### config.mk
export PLATFORM = sky130hd
export DESIGN_NAME = rgb_ball_stream_gen
export DESIGN_NICKNAME = d
export VERILOG_FILES = /design/src/rtl/rgb_ball_stream_gen_pkg.sv /design/src/rtl/rgb_ball_stream_gen_perm_lut.sv /design/src/rtl/rgb_ball_stream_gen.sv
export SDC_FILE = /design/constraint.sdc
export NUM_CORES = 1
export LEC_CHECK = 0
export CORE_ASPECT_RATIO = 2
export CORE_MARGIN = 5
export CORE_UTILIZATION = 45
export DETAILED_ROUTE_END_ITERATION = 8
export GPL_ROUTABILITY_DRIVEN = 0
export HOLD_SLACK_MARGIN = 0.02
export PLACE_DENSITY = 0.79
export SETUP_SLACK_MARGIN = 0.4
export SKIP_LAST_GASP = 1
export SLEW_MARGIN = 10
export SYNTH_ARGS = -nofsm -noshare
export SYNTH_HDL_FRONTEND = slang
export SYNTH_SLANG_ARGS = --single-unit
### constraint.sdc
create_clock -name clk -period 1.5 [get_ports clk]
set_input_delay 0.3 -clock clk [delete_from_list [all_inputs] [get_ports clk]]
set_output_delay 0.3 -clock clk [all_outputs]
set_load 0.01 [all_outputs]
### src/rtl/rgb_ball_stream_gen_pkg.sv
// Shared definitions for the RGB ball stream generator: colour codes,
// permutation codes and FSM state encodings.
package rgb_ball_stream_gen_pkg;

  typedef enum logic [1:0] {
    COL_G = 2'b00,
    COL_B = 2'b01,
    COL_R = 2'b10
  } colour_e;

  localparam logic [2:0] PERM_RGB = 3'd0;
  localparam logic [2:0] PERM_RBG = 3'd1;
  localparam logic [2:0] PERM_GRB = 3'd2;
  localparam logic [2:0] PERM_GBR = 3'd3;
  localparam logic [2:0] PERM_BRG = 3'd4;
  localparam logic [2:0] PERM_BGR = 3'd5;
  localparam logic [2:0] PERM_MAX = PERM_BGR;

  typedef enum logic [2:0] {
    ST_IDLE = 3'd0,
    ST_GAP  = 3'd1,
    ST_C0   = 3'd2,
    ST_C1   = 3'd3,
    ST_C2   = 3'd4
  } state_e;

endpackage

### src/rtl/rgb_ball_stream_gen_perm_lut.sv
// Maps a triplet permutation code to its three ball colours and flags
// codes above the legal maximum.
module rgb_perm_lut
  import rgb_ball_stream_gen_pkg::*;
(
  input  logic [2:0] perm_i,
  output colour_e    col0_o,
  output colour_e    col1_o,
  output colour_e    col2_o,
  output logic       illegal_o
);

  always_comb begin
    col0_o    = COL_G;
    col1_o    = COL_G;
    col2_o    = COL_G;
    illegal_o = (perm_i > PERM_MAX);
    case (perm_i)
      PERM_RGB: begin col0_o = COL_R; col1_o = COL_G; col2_o = COL_B; end
      PERM_RBG: begin col0_o = COL_R; col1_o = COL_B; col2_o = COL_G; end
      PERM_GRB: begin col0_o = COL_G; col1_o = COL_R; col2_o = COL_B; end
      PERM_GBR: begin col0_o = COL_G; col1_o = COL_B; col2_o = COL_R; end
      PERM_BRG: begin col0_o = COL_B; col1_o = COL_R; col2_o = COL_G; end
      PERM_BGR: begin col0_o = COL_B; col1_o = COL_G; col2_o = COL_R; end
      default: ;
    endcase
  end

endmodule

### src/rtl/rgb_ball_stream_gen.sv
// Emits a filler run followed by one three-distinct-colour triplet per
// accepted command, with a cycle-aligned expected-detection pulse.
module rgb_ball_stream_gen
  import rgb_ball_stream_gen_pkg::*;
#(
  parameter int CNT_W = 8
) (
  input  logic             clk,
  input  logic             rst,
  input  logic             cmd_req,
  input  logic [2:0]       cmd_perm,
  input  logic [3:0]       cmd_gap,
  output logic             cmd_rdy,
  output logic [1:0]       out_col,
  output logic             out_vld,
  input  logic             out_rdy,
  output logic             done,
  output logic             exp_det,
  output logic             err,
  output logic [CNT_W-1:0] tri_cnt
);

  state_e           state_q, state_d;
  colour_e          col0_q, col0_d;
  colour_e          col1_q, col1_d;
  colour_e          col2_q, col2_d;
  logic [3:0]       gap_q, gap_d;
  logic             done_q, done_d;
  logic             err_q, err_d;
  logic [CNT_W-1:0] cnt_q, cnt_d;

  colour_e lutCol0, lutCol1, lutCol2;
  logic    lutIllegal;
  logic    handshake;
  colour_e colOut;

  rgb_perm_lut uPermLut (
    .perm_i    (cmd_perm),
    .col0_o    (lutCol0),
    .col1_o    (lutCol1),
    .col2_o    (lutCol2),
    .illegal_o (lutIllegal)
  );

  assign handshake = out_vld && out_rdy;

  always_ff @(posedge clk) begin
    if (!rst) begin
      state_q <= ST_IDLE;
      col0_q  <= COL_G;
      col1_q  <= COL_G;
      col2_q  <= COL_G;
      gap_q   <= 4'd0;
      done_q  <= 1'b0;
      err_q   <= 1'b0;
      cnt_q   <= '0;
    end else begin
      state_q <= state_d;
      col0_q  <= col0_d;
      col1_q  <= col1_d;
      col2_q  <= col2_d;
      gap_q   <= gap_d;
      done_q  <= done_d;
      err_q   <= err_d;
      cnt_q   <= cnt_d;
    end
  end

  // Every non-idle state advances only on a handshake, so a stalled
  // consumer sees both state and colour frozen.
  always_comb begin
    state_d = state_q;
    col0_d  = col0_q;
    col1_d  = col1_q;
    col2_d  = col2_q;
    gap_d   = gap_q;
    done_d  = 1'b0;
    err_d   = 1'b0;
    cnt_d   = cnt_q;
    case (state_q)
      ST_IDLE: begin
        if (cmd_req) begin
          if (lutIllegal) begin
            err_d = 1'b1;
          end else begin
            col0_d  = lutCol0;
            col1_d  = lutCol1;
            col2_d  = lutCol2;
            gap_d   = cmd_gap;
            state_d = (cmd_gap == 4'd0) ? ST_C0 : ST_GAP;
          end
        end
      end
      ST_GAP: begin
        if (handshake) begin
          gap_d = gap_q - 4'd1;
          if (gap_q == 4'd1) state_d = ST_C0;
        end
      end
      ST_C0: if (handshake) state_d = ST_C1;
      ST_C1: if (handshake) state_d = ST_C2;
      ST_C2: begin
        if (handshake) begin
          state_d = ST_IDLE;
          done_d  = 1'b1;
          cnt_d   = cnt_q + 1'b1;
        end
      end
      default: state_d = ST_IDLE;
    endcase
  end

  // Filler reuses the first triplet colour so the run never forms a triplet.
  always_comb begin
    colOut = COL_G;
    case (state_q)
      ST_GAP, ST_C0: colOut = col0_q;
      ST_C1:         colOut = col1_q;
      ST_C2:         colOut = col2_q;
      default:       colOut = COL_G;
    endcase
  end

  assign out_col = colOut;
  assign out_vld = (state_q != ST_IDLE);
  assign cmd_rdy = (state_q == ST_IDLE);
  assign done    = done_q;
  assign exp_det = done_q;
  assign err     = err_q;
  assign tri_cnt = cnt_q;

endmodule

## Word-level counts from Yosys, hierarchy flattened

Cells that the tools add are included.

- Output and inout bits: 15
- Register bits: 23
- Input bits: 11

- Reduce and logical (&&, ||, !) cells: 19
- Eq/ne operators: 17
- Mux-type cells: 19
- Magnitude comparators: 1
- Add/subtract/negate cells: 2
- Bitwise logic cells: 1

Operators by type and width:

| operator | number |
|---|---|
| two-way mux 3 bit | 7 |
| one-hot mux 3 bit (5 select lines) | 1 |
| != test 2 bit (second input constant) | 7 |
| OR reduction 2 bit | 7 |
| equality test 3 x 2 -> 1 bit (second input constant) | 4 |
| two-way mux 4 bit | 3 |
| one-hot mux 2 bit (2 select lines) | 3 |
| equality test 3 bit (second input constant) | 3 |
| adder 8 x 1 -> 8 bit (second input constant) | 1 |
| one-hot mux 4 bit (2 select lines) | 1 |
| AND reduction 7 bit | 1 |
| equality test 3 x 1 -> 1 bit (second input constant) | 2 |
| zero test 3 bit | 2 |
| one-hot mux 2 bit (3 select lines) | 1 |
| AND reduction 3 bit | 2 |
| equality test 4 x 1 -> 1 bit (second input constant) | 1 |
| zero test 4 bit | 1 |
| AND reduction 2 bit | 2 |
| AND reduction 4 bit | 1 |
| subtractor 4 x 1 -> 4 bit (second input constant) | 1 |
| greater-than comparator 3 bit (second input constant) | 1 |
| nonzero test 3 bit | 1 |
| two-way mux 1 bit | 2 |
| two-way mux 2 bit | 1 |
| 3 further kinds | 3 |

## Logic depth before layout (Yosys ltp)

Gate-level depths: netlist of run 1.

- Depth in word-level cells: 5
- Depth in mapped cells: 6
- Gate-level depth less buffers: 6

## By module

From an unflattened synthesis of run 1, not the netlist that was laid out.

- Cells, all modules: 154
- Area, all modules: 1276.2 µm²

Modules (own cells, without submodules):

| module | cells each | seq. area each (µm²) | area an instance (µm²) | times used |
|---|---|---|---|---|
| rgb_ball_stream_gen | 146 | 460.4 | 1229.9 | 1 |
| rgb_perm_lut | 8 | 0.0 | 46.3 | 1 |

## Worst setup path before layout of run 1

OpenSTA, ideal clock, no wires.

- Path kind: reg2out
- Start point: register state_q[1]
- End point: output port out_col[0]
- Arrival: 1.343 ns
- Path buffers: 2
- Required time: 1.200 ns
- Setup slack: -0.143 ns
- Stages on the path, launching flop included: 6
- Path through: dfxtp_1 -> buf_2 -> buf_1 -> mux2_2 -> a21oi_1 -> o21ai_0

- Longest elaborated chain between the ends: 3

RTL lines:

| element | line | text |
|---|---|---|
| start, declared | rgb_ball_stream_gen.sv:23 | `state_e state_q, state_d;` |
| start signal, assigned | rgb_ball_stream_gen.sv:58 | `state_q <= state_d;` |
| equality test 3 x 1 -> 1 bit or equality test 3 x 2 -> 1 bit (tied branches) | rgb_ball_stream_gen.sv:116 | `case (state_q)` |
| OR reduction 2 bit | rgb_ball_stream_gen.sv:116 |  |
| one-hot mux 2 bit (3 select lines) (*) | rgb_ball_stream_gen.sv:116 |  |
| end, declared | rgb_ball_stream_gen.sv:14 | `output logic [1:0] out_col,` |

Mark *: on every way between the ends. The rest lies on a longest branch, timed or not.

## Final worst setup path of run 1

- Start point: register state_q[1]
- End point: register gap_q[0]

- Longest elaborated chain between the ends: 4

RTL lines:

| element | line | text |
|---|---|---|
| nonzero test 3 bit | rgb_ball_stream_gen.sv:125 | `assign out_vld = (state_q != ST_IDLE);` |
| logical AND 1 bit | rgb_ball_stream_gen.sv:45 | `assign handshake = out_vld && out_rdy;` |
| != test 2 bit (no line) | -- |  |
| AND reduction 4 bit (no line) | -- |  |
| end signal, assigned | rgb_ball_stream_gen.sv:62 | `gap_q <= gap_d;` |
| end, declared | rgb_ball_stream_gen.sv:27 | `logic [3:0] gap_q, gap_d;` |

Parallel ways exist; a longest one is shown, timed or not.
A chain may end at the register's enable or synchronous reset.

==> results of run 1 <==
[power by group through the flow]
stage          Combinational, uW  Clock [uW]  Sequential, uW
6_report                    1590         404             806
3_5_place_dp                1060           0             811
5_1_grt                     1670         443             817
2_1_floorplan                687           0             764
4_1_cts                     1390         408             801
3_3_place_gp                1030           0             804
[repair_timing]
action / in CTS / in global routing
hold buffers: 0 / 0
endpoints found under the hold margin: 0 / 0
resized for setup: 113 / 15
pin swaps: 21 / 12
setup buffers: 17 / 4
setup endpoints to repair: 38 / 27
cloned: 1 / 0
[path summary, 6_finish.rpt]
kind / slack [ns] / to
setup / recovery: -0.18 / gap_q[0]$_SDFFE_PN0P_
hold / removal: 0.50 / col2_q[0]$_SDFFE_PN0P_
setup reg to reg: -0.18 / gap_q[0]$_SDFFE_PN0P_
hold reg to reg: 0.50 / col2_q[0]$_SDFFE_PN0P_
[cell usage after synthesis (2+ instances only)]
cell type | instances | area share, %
sky130_fd_sc_hd__clkbuf_1 | 5 | 1.5
sky130_fd_sc_hd__or3_1 | 4 | 2.1
sky130_fd_sc_hd__xor2_1 | 6 | 4.3
sky130_fd_sc_hd__nand3_1 | 5 | 2.1
sky130_fd_sc_hd__xnor2_1 | 2 | 1.4
sky130_fd_sc_hd__a21oi_1 | 10 | 4.1
sky130_fd_sc_hd__o31ai_1 | 3 | 1.9
sky130_fd_sc_hd__nand2_1 | 11 | 3.4
sky130_fd_sc_hd__a22oi_1 | 3 | 1.9
sky130_fd_sc_hd__inv_1 | 5 | 1.5
sky130_fd_sc_hd__dfxtp_1 | 23 | 38
sky130_fd_sc_hd__nand4_1 | 3 | 1.5
sky130_fd_sc_hd__nor2_1 | 22 | 6.8
sky130_fd_sc_hd__nor4bb_1 | 2 | 1.6
sky130_fd_sc_hd__buf_2 | 3 | 1.2
sky130_fd_sc_hd__o21ai_0 | 2 | 0.82
sky130_fd_sc_hd__nor3_1 | 5 | 2.1
sky130_fd_sc_hd__ha_1 | 3 | 3.1
sky130_fd_sc_hd__and2_1 | 2 | 1.0
sky130_fd_sc_hd__mux2_2 | 2 | 1.9
sky130_fd_sc_hd__mux2i_1 | 2 | 1.6
[cells in the final DEF, fill, tap and decap left out, types with 2 or more instances in the layout]
master	instances
sky130_fd_sc_hd__nor3_4	3
sky130_fd_sc_hd__ha_1	2
sky130_fd_sc_hd__xor2_1	6
sky130_fd_sc_hd__nand2_2	2
sky130_fd_sc_hd__o31ai_1	2
sky130_fd_sc_hd__nor2_2	2
sky130_fd_sc_hd__a21oi_2	3
sky130_fd_sc_hd__or3_4	2
sky130_fd_sc_hd__dfxtp_4	4
sky130_fd_sc_hd__buf_2	13
sky130_fd_sc_hd__inv_2	2
sky130_fd_sc_hd__nor2_4	2
sky130_fd_sc_hd__nand3_1	2
sky130_fd_sc_hd__buf_4	46
sky130_fd_sc_hd__buf_6	8
sky130_fd_sc_hd__a22oi_2	2
sky130_fd_sc_hd__nand4_1	3
sky130_fd_sc_hd__or3_1	2
sky130_fd_sc_hd__nand2_1	9
sky130_fd_sc_hd__buf_8	2
sky130_fd_sc_hd__clkdlybuf4s50_1	6
sky130_fd_sc_hd__dlygate4sd2_1	3
sky130_fd_sc_hd__nor4bb_4	2
sky130_fd_sc_hd__clkbuf_8	3
sky130_fd_sc_hd__dfxtp_2	10
sky130_fd_sc_hd__nor2_1	18
sky130_fd_sc_hd__mux2_4	2
sky130_fd_sc_hd__dfxtp_1	9
sky130_fd_sc_hd__nand3_2	3
sky130_fd_sc_hd__inv_1	3
sky130_fd_sc_hd__mux2i_1	2
sky130_fd_sc_hd__a21oi_1	7
[stage by stage]
step,std cells,utilization [%],cell area (um^2),hold slack [ns]
3_3_place_gp,221,69.4,1780,0.457
2_1_floorplan,146,-,1340,0.414
3_5_place_dp,221,69.4,1780,0.468
6_report,247,83.4,2140,0.501
5_1_grt,247,83.4,2140,0.536
4_1_cts,243,79.9,2050,0.479
[logic make-up after synthesis]
family          share of synthesized area (%)
buf+inv                                  6.17
mux                                      3.50
fa+ha+maj                                3.09
xor+xnor                                 5.76
flops                                    37.9
simple gates                             28.6
compound gates                           15.0
[state kept, by name (all words and copies together), names as in the netlist]
signal / flops
col1_q: 2
err: 1
done: 1
gap_q: 4
col2_q: 2
col0_q: 2
state_q: 3
tri_cnt: 8
[critical path, delay by kind of cell (launching register included)]
family                 cells  cell delay, ns
and+or+nand+nor            2            0.64
DFF                        1            0.38
AOI/OAI and AO/OA          2            0.32
buffers and inverters      2            0.26
[layout make-up]
type	instances	area share [%]
inverters	5	0.875
clock buffers	3	1.93
clock inverters	1	0.350
well taps	28	1.63
multi-input cells	107	42.2
repair buffers	80	30.3
flip-flops and latches	23	22.8
[layer usage]
metal / up-vias / wire, um
li1: 663 / -
met1: 697 / 1660
met2: 56 / 2830
met3: 8 / 156
met4: 0 / 93
met5: - / 0
==> tab_implementation.tex, run 1 <==
\begin{tabular}{lr}
\hline
Metric & Value \\
\hline
\multicolumn{2}{l}{\textbf{Flow run}} \\
\quad Count of max-cap constraint violations & 0 \\
\multicolumn{2}{l}{\textbf{Timing}} \\
\quad Min Clock Period, post-route & 1.68 ns \\
\quad Crit share post-route & 112\% \\
\quad Max-slew headroom at the worst pin & 59.9\% \\
\quad Clk\_skew & 0.00230 ns \\
\quad Worst Tran Pin Value & 0.597 ns \\
\quad Max-slew violations & 0 \\
\quad Number of setup violations in the final report & 23 \\
\quad TNS Setup & -1.76 ns \\
\quad Max Freq & 596 MHz \\
\quad Number of failing hold endpoints at the final stage & 0 \\
\quad RSZ-0062 raised after global routing & yes \\
\quad Worst-case setup margin in the final layout & -0.177 ns \\
\multicolumn{2}{l}{\textbf{Critical path}} \\
\quad Required arrival time at the worst endpoint & 1.70 ns \\
\quad Crit path from & state\_q[1]\$\_SDFFE\_PN0P\_ \\
\quad Crit path max fanout & 6 \\
\quad Reg2Reg Depth & 6 \\
\quad Type of the worst setup path & register to register \\
\quad Worst Path Arrival & 1.88 ns \\
\quad Worst setup EP type & register \\
\quad Startpoint kind of the worst setup timing path & register \\
\quad Largest stage delay on the critical path & 0.38 ns \\
\quad Cell with the largest stage delay on the worst path & sky130\_fd\_sc\_hd\_\_dfxtp\_4 \\
\quad R2r startpoint & state\_q[1]\$\_SDFFE\_PN0P\_ \\
\quad Ordered cell list for the critical path & buf\_8 -> buf\_6 -> nor4b\_4 -> a22oi\_2 -> or3\_4 -> a31oi\_1 \\
\multicolumn{2}{l}{\textbf{Cells and area}} \\
\quad Filler cell count in the final layout & 142 \\
\quad Area growth from synthesis to layout & 76.3\% \\
\quad FF/Latch Area & 488 um\^{}2 \\
\quad Share of final-layout standard cells stronger than drive strength 1 & 57.1\% \\
\quad Ant. Diodes & 0 \\
\quad Area of combinational cells with multiple inputs & 905 um\^{}2 \\
\quad Final nets & 234 \\
\multicolumn{2}{l}{\textbf{Global route}} \\
\quad Wire length of the first global-routing pass & 7.17 mm \\
\quad Met3 Use GR & 3.46\% \\
\quad Overall Global Routing Usage & 24.6\% \\
\quad Number of antenna violations at the first check in global routing & 0 \\
\quad GRT Residual Overflow & 0 \\
\quad GRT Max-Usage Layer & met2 \\
\quad Vias in the first global route & 1472 \\
\quad GR Layer Usage met2 & 45.0\% \\
\quad Pin count of the biggest net entering global routing & 15 \\
\quad Global-route track usage on met1 & 26.6\% \\
\multicolumn{2}{l}{\textbf{Power}} \\
\quad Combinational group share of total power & 56.8\% \\
\quad Clock group share of total power & 14.4\% \\
\quad Power spent charging and discharging nets & 1070 uW \\
\quad Internal Dissipation & 1730 uW \\
\quad Share of total power in sequential cells & 28.8\% \\
\quad Max VDD drop & 0.942 mV \\
\quad P per Cell Area & 1310 mW/mm\^{}2 \\
\quad Leak Pwr & 0.000937 uW \\
\quad Sw frac & 38.1\% \\
\quad Total power draw & 2800 uW \\
\multicolumn{2}{l}{\textbf{Routing}} \\
\quad Detailed-route vias per instance & 5.77 \\
\quad Wire length after detailed routing & 4.74 mm \\
\quad Violation count after the first detailed-route iteration & 47 \\
\quad Initial DRT Pass Iterations & 4 \\
\quad Average routed wire per standard cell & 19.2 um \\
\quad Vias after detailed routing & 1424 \\
\quad DRC errors left & 0 \\
\quad Count of nets left with antenna violations after detail routing & 0 \\
\multicolumn{2}{l}{\textbf{Floorplan}} \\
\quad Core Area & 0.00257 mm\^{}2 \\
\quad Row count & 26 \\
\quad IO Pins & 26 \\
\quad Initial standard-cell utilization of the core & 47.3\% \\
\quad Die span in y & 83.5 um \\
\quad Die Area & 0.00391 mm\^{}2 \\
\quad Floorplan die width & 46.8 um \\
\multicolumn{2}{l}{\textbf{Synthesis}} \\
\quad Proportion of synthesized chip area in sequential cells & 37.9\% \\
\quad Area of the mapped netlist & 0.00122 mm\^{}2 \\
\quad Flip-flop and latch count after synthesis & 23 \\
\quad Average cell area after synthesis & 8.33 um\^{}2 \\
\quad Flip-flop cell with the highest count after synthesis & sky130\_fd\_sc\_hd\_\_dfxtp\_1 \\
\quad Post-Synthesis Net Count & 160 \\
\quad Number of different library cells in the post-synthesis netlist & 44 \\
\quad Mapped Cells & 146 \\
\quad Fraction of synthesis flops using an asynchronous set or reset pin & 0\% \\
\quad Number of warning messages in the yosys log & 0 \\
\quad Number of synthesized flops with an enable pin & 0 \\
\multicolumn{2}{l}{\textbf{CTS}} \\
\quad Clock root buffer & sky130\_fd\_sc\_hd\_\_clkbuf\_8 \\
\quad Clock buffer depth & 2 \\
\quad Clock transition time at the flip-flop clock pins of the worst setup and hold paths & 0.09 ns \\
\quad Total clock buffers created by CTS & 3 \\
\quad Number of levels the H-tree was split into & 1 \\
\quad TritonCTS clock tree & yes \\
\quad Clk sink count & 23 \\
\quad Clock latency of the later-clocked register in the worst-skew pair & 0.27 ns \\
\multicolumn{2}{l}{\textbf{Hold path}} \\
\quad Start point of the worst min-delay path & col2\_q[0]\$\_SDFFE\_PN0P\_ \\
\quad Hold WC Path Type & register to register \\
\quad Instance count along the most critical hold path & 2 \\
\multicolumn{2}{l}{\textbf{Outcome}} \\
\quad Violated checks & negative setup slack \\
\quad Outcome & finished, violations left \\
\multicolumn{2}{l}{\textbf{Place}} \\
\quad Number of port buffers & 25 \\
\quad Pre-CTS WS & -0.390 ns \\
\quad HPWL after detailed placement & 2.61 mm \\
\hline
\end{tabular}
No activity file was read; power rests on OpenSTA's default activity.
==> inputs of run 2 (changes only) <==
--- a/config.mk
+++ b/config.mk
@@ -5,9 +5,9 @@
 export SDC_FILE = /design/constraint.sdc
 export NUM_CORES = 1
 export LEC_CHECK = 0
-export CORE_ASPECT_RATIO = 2
 export CORE_MARGIN = 5
-export CORE_UTILIZATION = 45
+export CORE_UTILIZATION = 47
+export CTS_CLUSTER_SIZE = 40
 export DETAILED_ROUTE_END_ITERATION = 8
 export GPL_ROUTABILITY_DRIVEN = 0
 export HOLD_SLACK_MARGIN = 0.02
==> constraint.sdc (replaced) <==
create_clock -name clk -period 1.96 [get_ports clk]
set_input_delay 0.392 -clock clk [delete_from_list [all_inputs] [get_ports clk]]
set_output_delay 0.392 -clock clk [all_outputs]
set_load 0.01 [all_outputs]
==> run 2 against run 1 <==
Against the previous run:
- the run now ends clean
- register-to-register slack improved by 0.42 ns
- worst setup slack improved by 0.37 ns
- first-iteration DRC count rose by 64%
- clock skew barely moved
- clock power fell by 45%
- sequential share of layout area rose by 3.6 points
- hold slack got worse by 0.012 ns
- critical endpoint is now out_col[1]
- final area fell by 15%
- power fell by 36%
- final cell count fell by 12%
- die area fell by 5.1%
- flip-flop and latch count did not move
==> tab_implementation.tex, run 2 (synthesis results as in run 1) <==
\begin{tabular}{lr}
\hline
Metric & Value \\
\hline
\multicolumn{2}{l}{\textbf{Critical path}} \\
\quad Worst setup EP type & output pin (was register) \\
\quad End of the worst register-to-register path & gap\_q[3]\$\_SDFFE\_PN0P\_ (was gap\_q[0]\$\_SDFFE\_PN0P\_) \\
\quad Reg2Reg Depth & 6 (unchanged) \\
\quad Type of the worst setup path & register to output pin (was register to register) \\
\quad Crit path buf inv count & 1 (was 2) \\
\quad Crit path max fanout & 4 (was 6) \\
\quad Startpoint kind of the worst setup timing path & register (unchanged) \\
\quad Ordered cell list for the critical path & mux2\_4 -> a21oi\_2 -> o21ai\_1 -> buf\_2 (was buf\_8 -> buf\_6 -> nor4b\_4 -> a22oi\_2 -> or3\_4 -> a31oi\_1) \\
\quad Cell with the largest stage delay on the worst path & sky130\_fd\_sc\_hd\_\_dfxtp\_4 (unchanged) \\
\quad Worst Path Arrival & 1.37 ns (was 1.88 ns) \\
\quad Largest stage delay on the critical path & 0.41 ns (was 0.38 ns) \\
\quad Worst setup path end & out\_col[1] (was gap\_q[0]\$\_SDFFE\_PN0P\_) \\
\quad Required arrival time at the worst endpoint & 1.57 ns (was 1.70 ns) \\
\quad R2r startpoint & state\_q[1]\$\_SDFFE\_PN0P\_ (unchanged) \\
\quad Worst reg-to-reg setup slack & 0.24 ns (was -0.18 ns) \\
\quad Crit path from & state\_q[1]\$\_SDFFE\_PN0P\_ (unchanged) \\
\quad Logic depth of the worst setup path including buffers & 4 (was 6) \\
\quad CP delay by family, top & flip-flops (was simple AND/OR/NAND/NOR gates) \\
\multicolumn{2}{l}{\textbf{Timing}} \\
\quad Number of setup violations in the final report & 0 (was 23) \\
\quad Number of failing hold endpoints at the final stage & 0 (unchanged) \\
\quad Max Freq & 567 MHz \\
\quad Max-slew headroom at the worst pin & 77.9\% (was 59.9\%) \\
\quad Clk\_skew & 0.00223 ns (was 0.00230 ns) \\
\quad Min Clock Period, post-route & 1.76 ns \\
\quad Worst-case setup margin in the final layout & 0.196 ns (was -0.177 ns) \\
\quad Crit share post-route & 90.0\% \\
\quad Worst Tran Pin Value & 0.327 ns (was 0.597 ns) \\
\quad Max-slew violations & 0 (unchanged) \\
\quad RSZ-0062 raised after global routing & yes (unchanged) \\
\quad TNS Setup & 0 ns (was -1.76 ns) \\
\multicolumn{2}{l}{\textbf{Floorplan}} \\
\quad IO Pins & 26 (unchanged) \\
\quad Die span in y & 60.9 um (was 83.5 um) \\
\quad Initial standard-cell utilization of the core & 49.1\% (was 47.3\%) \\
\quad Floorplan die width & 60.9 um (was 46.8 um) \\
\quad Core Area & 0.00248 mm\^{}2 (was 0.00257 mm\^{}2) \\
\quad Die Area & 0.00371 mm\^{}2 (was 0.00391 mm\^{}2) \\
\quad Row count & 18 (was 26) \\
\multicolumn{2}{l}{\textbf{Global route}} \\
\quad GRT Residual Overflow & 0 (unchanged) \\
\quad Pin count of the biggest net entering global routing & 15 (unchanged) \\
\quad Vias in the first global route & 1192 (was 1472) \\
\quad Overall Global Routing Usage & 19.0\% (was 24.6\%) \\
\quad Number of antenna violations at the first check in global routing & 0 (unchanged) \\
\quad Wire length of the first global-routing pass & 5.33 mm (was 7.17 mm) \\
\multicolumn{2}{l}{\textbf{Power}} \\
\quad Sw frac & 38.3\% (was 38.1\%) \\
\quad Internal Dissipation & 1100 uW (was 1730 uW) \\
\quad Leak Pwr & 0.000765 uW (was 0.000937 uW) \\
\quad Share of total power in sequential cells & 36.1\% (was 28.8\%) \\
\quad P per Cell Area & 987 mW/mm\^{}2 (was 1310 mW/mm\^{}2) \\
\quad Clock group share of total power & 12.4\% (was 14.4\%) \\
\quad Total power draw & 1790 uW (was 2800 uW) \\
\quad Combinational group share of total power & 51.5\% (was 56.8\%) \\
\quad Power spent charging and discharging nets & 686 uW (was 1070 uW) \\
\quad Max VDD drop & 0.585 mV (was 0.942 mV) \\
\multicolumn{2}{l}{\textbf{Hold path}} \\
\quad Hold WC Path Type & register to register (unchanged) \\
\quad Start point of the worst min-delay path & gap\_q[1]\$\_SDFFE\_PN0P\_ (was col2\_q[0]\$\_SDFFE\_PN0P\_) \\
\multicolumn{2}{l}{\textbf{Routing}} \\
\quad Average routed wire per standard cell & 16.6 um (was 19.2 um) \\
\quad Vias after detailed routing & 1232 (was 1424) \\
\quad Met2 Routed Length & 1.83 mm (was 2.83 mm) \\
\quad Violation count after the first detailed-route iteration & 77 (was 47) \\
\quad Wire length after detailed routing & 3.61 mm (was 4.74 mm) \\
\quad DRC errors left & 0 (unchanged) \\
\quad Wire length the detailed router placed on met1 & 1.62 mm (was 1.66 mm) \\
\quad Top routing layer in use & met4 (unchanged) \\
\quad Detailed-route vias per instance & 5.65 (was 5.77) \\
\quad Count of nets left with antenna violations after detail routing & 0 (unchanged) \\
\quad DR WL met3 & 131 um (was 156 um) \\
\quad Initial DRT Pass Iterations & 4 (unchanged) \\
\multicolumn{2}{l}{\textbf{Cells and area}} \\
\quad Most frequent cells in the layout & sky130\_fd\_sc\_hd\_\_nor2\_1 (18), sky130\_fd\_sc\_hd\_\_buf\_4 (18), sky130\_fd\_sc\_hd\_\_dfxtp\_1 (15) (was sky130\_fd\_sc\_hd\_\_buf\_4 (46), sky130\_fd\_sc\_hd\_\_nor2\_1 (18), sky130\_fd\_sc\_hd\_\_buf\_2 (13)) \\
\quad Area growth from synthesis to layout & 49.2\% (was 76.3\%) \\
\quad Finished layout cell area & 0.00181 mm\^{}2 (was 0.00214 mm\^{}2) \\
\quad Share of final-layout standard cells stronger than drive strength 1 & 37.8\% (was 57.1\%) \\
\quad Final core occ & 73.2\% (was 83.4\%) \\
\quad Final nets & 203 (was 234) \\
\quad Ant. Diodes & 0 (unchanged) \\
\quad Flip-flop count of the largest register, all copies and words added & 8 (unchanged) \\
\multicolumn{2}{l}{\textbf{CTS}} \\
\quad Clk sink count & 23 (unchanged) \\
\quad Number of levels the H-tree was split into & 1 (unchanged) \\
\quad Total clock buffers created by CTS & 3 (unchanged) \\
\quad Clock root buffer & sky130\_fd\_sc\_hd\_\_clkbuf\_4 (was sky130\_fd\_sc\_hd\_\_clkbuf\_8) \\
\quad Clock buffer depth & 2 (unchanged) \\
\quad Clock transition time at the flip-flop clock pins of the worst setup and hold paths & 0.13 ns (was 0.09 ns) \\
\quad Clock latency of the later-clocked register in the worst-skew pair & 0.31 ns (was 0.27 ns) \\
\quad Number of hold-repair buffers added at the cts stage & 0 (unchanged) \\
\quad TritonCTS clock tree & yes (unchanged) \\
\multicolumn{2}{l}{\textbf{Place}} \\
\quad Pre-CTS WS & -0.0767 ns (was -0.390 ns) \\
\quad Area post-placement & 0.00158 mm\^{}2 (was 0.00178 mm\^{}2) \\
\quad Number of port buffers & 25 (unchanged) \\
\quad HPWL after detailed placement & 2.29 mm (was 2.61 mm) \\
\multicolumn{2}{l}{\textbf{Outcome}} \\
\quad Outcome & complete, no violations (was finished, violations left) \\
\multicolumn{2}{l}{\textbf{Flow run}} \\
\quad Count of max-cap constraint violations & 0 (unchanged) \\
\hline
\end{tabular}
-- run 2: worst min-delay path by stage --
stage / cells after the start / slack [ns] / endpoint
after floorplan: 2 / 0.44 / gap_q[3]$_SDFFE_PN0P_
after global placement: 2 / 0.46 / gap_q[3]$_SDFFE_PN0P_
after detailed placement: 2 / 0.47 / gap_q[1]$_SDFFE_PN0P_
after CTS: 2 / 0.49 / gap_q[1]$_SDFFE_PN0P_
after global routing: 2 / 0.53 / gap_q[1]$_SDFFE_PN0P_
final: 2 / 0.49 / gap_q[1]$_SDFFE_PN0P_
-- run 2: area by class of cell --
class | instances | area (um^2)
inverter | 5 | 18.8
clock buffer | 3 | 22.5
multi-input combinational | 107 | 835
clock inverter | 1 | 5.00
sequential | 23 | 478
tap | 30 | 37.5
timing repair buffer | 49 | 418
fill | 196 | 663
-- run 2: metal layers --
layer / track usage, % / up-vias
met2: 32.7 / 31
met5: 0 / -
li1: - / 600
met1: 25.4 / 597
met4: 4.95 / 0
met3: 2.13 / 4
-- run 2: power by group through the flow --
| stage | clock network (uW) | logic (uW) | registers [uW] |
|---|---|---|---|
| 4_1_cts | 224 | 739 | 628 |
| 3_5_place_dp | 0 | 659 | 617 |
| 2_1_floorplan | 0 | 437 | 575 |
| 5_1_grt | 247 | 981 | 661 |
| 6_report | 222 | 921 | 647 |
| 3_3_place_gp | 0 | 634 | 610 |
-- run 2: through the flow --
step           cells  hold WS (ns)
3_5_place_dp     207         0.469
3_3_place_gp     207         0.455
4_1_cts          215         0.487
2_1_floorplan    146         0.438
5_1_grt          218         0.532
6_report         218         0.488
-- run 2: worst reg2reg max path, cell delays in order (launching register included) --
cell	delay, ns
sky130_fd_sc_hd__dfxtp_4	0.39
sky130_fd_sc_hd__buf_4	0.14
sky130_fd_sc_hd__buf_6	0.11
sky130_fd_sc_hd__or3b_4	0.42
sky130_fd_sc_hd__or3_4	0.35
sky130_fd_sc_hd__a21oi_2	0.14
sky130_fd_sc_hd__o2bb2ai_1	0.12
-- run 2: what timing repair did --
action                     in CTS  in global routing
setup buffers                   4                  3
gates resized for setup        51                 29
pin swaps                       6                  7
setup endpoints to repair      35                 24
==> inputs of run 3 (changes only) <==
--- a/config.mk
+++ b/config.mk
@@ -5,8 +5,9 @@
 export SDC_FILE = /design/constraint.sdc
 export NUM_CORES = 1
 export LEC_CHECK = 0
+export CORE_ASPECT_RATIO = 2
 export CORE_MARGIN = 5
-export CORE_UTILIZATION = 47
+export CORE_UTILIZATION = 45
 export CTS_CLUSTER_SIZE = 40
 export DETAILED_ROUTE_END_ITERATION = 8
 export GPL_ROUTABILITY_DRIVEN = 0
==> constraint.sdc (replaced) <==
create_clock -name clk -period 1.6 [get_ports clk]
set_input_delay 0.32 -clock clk [delete_from_list [all_inputs] [get_ports clk]]
set_output_delay 0.32 -clock clk [all_outputs]
set_load 0.01 [all_outputs]
==> run 3 against run 2 <==
Against the previous run:
- the flow now finishes with violations (negative setup slack)
- clock skew barely moved
- worst setup slack lost 0.27 ns
- first-iteration DRC count decreased by 45%
- die area grew 5.4%
- sequential share of layout area fell by 2.8 points
- via count increased by 10%
- utilization up 7.8 points
- non-clock buffer count increased by 15
- global-route usage increased by 3.9 points
- power is 50% higher
- register-to-register slack got worse by 0.28 ns
- largest cell class unchanged
==> tab_implementation.tex, run 3 (synthesis results as in run 1) <==
\begin{tabular}{lr}
\hline
Metric & Value \\
\hline
\multicolumn{2}{l}{\textbf{Timing}} \\
\quad RSZ-0062 raised after global routing & yes (unchanged) \\
\quad Max Freq & 599 MHz \\
\quad Number of setup violations in the final report & 6 (was 0) \\
\quad Worst Tran Pin Value & 0.374 ns (was 0.327 ns) \\
\quad TNS Setup & -0.167 ns (was 0 ns) \\
\quad Worst-case setup margin in the final layout & -0.0705 ns (was 0.196 ns) \\
\quad Min Clock Period, post-route & 1.67 ns \\
\quad Clk\_skew & 0.00211 ns (was 0.00223 ns) \\
\quad Max-slew headroom at the worst pin & 74.9\% (was 77.9\%) \\
\quad Number of failing hold endpoints at the final stage & 0 (unchanged) \\
\quad Crit share post-route & 104\% \\
\quad Max-slew violations & 0 (unchanged) \\
\multicolumn{2}{l}{\textbf{Cells and area}} \\
\quad Filler cell count in the final layout & 157 (was 196) \\
\quad Share of final-layout standard cells stronger than drive strength 1 & 55.2\% (was 37.8\%) \\
\quad Flip-flop count of the largest register, all copies and words added & 8 (unchanged) \\
\quad Final core occ & 81.1\% (was 73.2\%) \\
\quad Most frequent cells in the layout & sky130\_fd\_sc\_hd\_\_buf\_4 (27), sky130\_fd\_sc\_hd\_\_nor2\_1 (16), sky130\_fd\_sc\_hd\_\_buf\_6 (12) (was sky130\_fd\_sc\_hd\_\_nor2\_1 (18), sky130\_fd\_sc\_hd\_\_buf\_4 (18), sky130\_fd\_sc\_hd\_\_dfxtp\_1 (15)) \\
\quad Leading cell type in the layout, fill and taps excluded & sky130\_fd\_sc\_hd\_\_buf\_4 \\
\quad Number of non-filler instances in the completed layout & 231 (was 218) \\
\quad Ant. Diodes & 0 (unchanged) \\
\quad Area growth from synthesis to layout & 71.3\% (was 49.2\%) \\
\quad Final nets & 218 (was 203) \\
\quad Area of combinational cells with multiple inputs & 943 um\^{}2 (was 835 um\^{}2) \\
\quad FF/Latch Area & 490 um\^{}2 (was 478 um\^{}2) \\
\multicolumn{2}{l}{\textbf{CTS}} \\
\quad Total clock buffers created by CTS & 3 (unchanged) \\
\quad Clock transition time at the flip-flop clock pins of the worst setup and hold paths & 0.08 ns (was 0.13 ns) \\
\quad Clock root buffer & sky130\_fd\_sc\_hd\_\_clkbuf\_8 (was sky130\_fd\_sc\_hd\_\_clkbuf\_4) \\
\quad Number of hold-repair buffers added at the cts stage & 0 (unchanged) \\
\quad TritonCTS clock tree & yes (unchanged) \\
\quad Clk sink count & 23 (unchanged) \\
\quad Number of levels the H-tree was split into & 1 (unchanged) \\
\quad Clock buffer depth & 2 (unchanged) \\
\quad Clock latency of the later-clocked register in the worst-skew pair & 0.27 ns (was 0.31 ns) \\
\multicolumn{2}{l}{\textbf{Global route}} \\
\quad Pin count of the biggest net entering global routing & 13 (was 15) \\
\quad Wire length of the first global-routing pass & 6.59 mm (was 5.33 mm) \\
\quad GRT Residual Overflow & 0 (unchanged) \\
\quad Number of antenna violations at the first check in global routing & 0 (unchanged) \\
\quad Vias in the first global route & 1432 (was 1192) \\
\quad Overall Global Routing Usage & 22.9\% (was 19.0\%) \\
\multicolumn{2}{l}{\textbf{Critical path}} \\
\quad Reg2Reg Depth & 5 (was 6) \\
\quad Worst reg-to-reg setup slack & -0.04 ns (was 0.24 ns) \\
\quad R2r startpoint & state\_q[0]\$\_SDFFE\_PN0P\_ (was state\_q[1]\$\_SDFFE\_PN0P\_) \\
\quad Crit path max fanout & 5 (was 4) \\
\quad End of the worst register-to-register path & gap\_q[3]\$\_SDFFE\_PN0P\_ (unchanged) \\
\quad Cell with the largest stage delay on the worst path & sky130\_fd\_sc\_hd\_\_dfxtp\_4 (unchanged) \\
\quad Largest stage delay on the critical path & 0.39 ns (was 0.41 ns) \\
\quad Crit path buf inv count & 1 (unchanged) \\
\quad Startpoint kind of the worst setup timing path & register (unchanged) \\
\quad Type of the worst setup path & register to output pin (unchanged) \\
\quad Ordered cell list for the critical path & mux2\_4 -> a21oi\_4 -> o21ai\_2 -> buf\_2 (was mux2\_4 -> a21oi\_2 -> o21ai\_1 -> buf\_2) \\
\quad Required arrival time at the worst endpoint & 1.28 ns (was 1.57 ns) \\
\quad Worst Path Arrival & 1.35 ns (was 1.37 ns) \\
\quad Crit path from & state\_q[1]\$\_SDFFE\_PN0P\_ (unchanged) \\
\quad Worst setup EP type & output pin (unchanged) \\
\quad CP delay by family, top & flip-flops (unchanged) \\
\multicolumn{2}{l}{\textbf{Routing}} \\
\quad Initial DRT Pass Iterations & 4 (unchanged) \\
\quad Average routed wire per standard cell & 19.4 um (was 16.6 um) \\
\quad Met2 Routed Length & 2.64 mm (was 1.83 mm) \\
\quad Violation count after the first detailed-route iteration & 42 (was 77) \\
\quad Wire length after detailed routing & 4.49 mm (was 3.61 mm) \\
\quad DRC errors left & 0 (unchanged) \\
\quad Detailed-route vias per instance & 5.89 (was 5.65) \\
\quad Count of nets left with antenna violations after detail routing & 0 (unchanged) \\
\quad Wire length the detailed router placed on met1 & 1.49 mm (was 1.62 mm) \\
\quad Vias after detailed routing & 1360 (was 1232) \\
\quad DR WL met3 & 161 um (was 131 um) \\
\quad Top routing layer in use & met4 (unchanged) \\
\multicolumn{2}{l}{\textbf{Place}} \\
\quad Number of port buffers & 25 (unchanged) \\
\quad Number of cells in the design after placement & 212 (was 207) \\
\quad HPWL after detailed placement & 2.68 mm (was 2.29 mm) \\
\quad Pre-CTS WS & -0.268 ns (was -0.0767 ns) \\
\multicolumn{2}{l}{\textbf{Outcome}} \\
\quad Violated checks & negative setup slack \\
\quad Outcome & finished, violations left (was complete, no violations) \\
\multicolumn{2}{l}{\textbf{Flow run}} \\
\quad Count of max-cap constraint violations & 0 (unchanged) \\
\multicolumn{2}{l}{\textbf{Floorplan}} \\
\quad IO Pins & 26 (unchanged) \\
\quad Core Area & 0.00257 mm\^{}2 (was 0.00248 mm\^{}2) \\
\quad Die span in y & 83.5 um (was 60.9 um) \\
\quad Floorplan die width & 46.8 um (was 60.9 um) \\
\quad Die Area & 0.00391 mm\^{}2 (was 0.00371 mm\^{}2) \\
\quad Initial standard-cell utilization of the core & 47.3\% (was 49.1\%) \\
\quad Row count & 26 (was 18) \\
\multicolumn{2}{l}{\textbf{Hold path}} \\
\quad Instance count along the most critical hold path & 2 (unchanged) \\
\quad Start point of the worst min-delay path & gap\_q[1]\$\_SDFFE\_PN0P\_ (unchanged) \\
\quad Hold WC Path Type & register to register (unchanged) \\
\quad Hold worst-path end & gap\_q[1]\$\_SDFFE\_PN0P\_ (unchanged) \\
\multicolumn{2}{l}{\textbf{Power}} \\
\quad Leak Pwr & 0.000845 uW (was 0.000765 uW) \\
\quad Max VDD drop & 0.763 mV (was 0.585 mV) \\
\quad P per Cell Area & 1290 mW/mm\^{}2 (was 987 mW/mm\^{}2) \\
\hline
\end{tabular}
-- run 3: worst max-delay path by stage --
| stage | end | slack (ns) | depth (start not counted) |
|---|---|---|---|
| 6_report | out_col[0] | -0.07 | 4 |
| 5_1_grt | out_col[0] | -0.11 | 5 |
| 4_1_cts | out_col[0] | -0.03 | 4 |
| 3_5_place_dp | gap_q[3]$_SDFFE_PN0P_ | -0.27 | 4 |
| 3_3_place_gp | tri_cnt[4]$_SDFFE_PN0P_ | -0.21 | 6 |
| 2_1_floorplan | gap_q[3]$_SDFFE_PN0P_ | 0.09 | 6 |
-- run 3: final cells by class --
type / count / share of cell area [%]
Clock buffer: 4 / 2.16
Inverter: 5 / 0.901
Multi-Input combinational cell: 107 / 45.3
Sequential cell: 23 / 23.5
Tap cell: 28 / 1.68
Timing Repair Buffer: 64 / 26.4
-- run 3: layer usage --
| layer | up-vias | global-route usage (%) |
|---|---|---|
| li1 | 636 | - |
| met1 | 654 | 22.7 |
| met2 | 46 | 41.8 |
| met3 | 24 | 2.59 |
| met4 | 0 | 12.1 |
| met5 | - | 0 |
-- run 3: where the power goes --
group / internal [uW] / total (uW) / switching (uW)
Clock: 178 / 361 / 183
Sequential: 659 / 752 / 92.8
Combinational: 839 / 1580 / 741
Total: 1680 / 2690 / 1020
-- run 3: metrics by stage --
stage	area [um^2]	power, uW	hold slack (ns)
after detailed placement	1710	1740	0.488
after global placement	1710	1680	0.463
after floorplan	1330	1360	0.434
final	2080	2690	0.494
after CTS	2020	2520	0.496
after global routing	2080	2830	0.521
-- run 3: worst min-delay path: stages, from the launching register on --
cell,delay [ns]
sky130_fd_sc_hd__dfxtp_2,0.33
sky130_fd_sc_hd__nand2_1,0.07
sky130_fd_sc_hd__a21oi_2,0.05
-- run 3: what timing repair did --
| item | in CTS | in global routing |
|---|---|---|
| pin swaps | 20 | 14 |
| setup buffers | 11 | 3 |
| gates cloned | 1 | 0 |
| resized for setup | 106 | 26 |
| endpoints found under the setup margin | 38 | 35 |
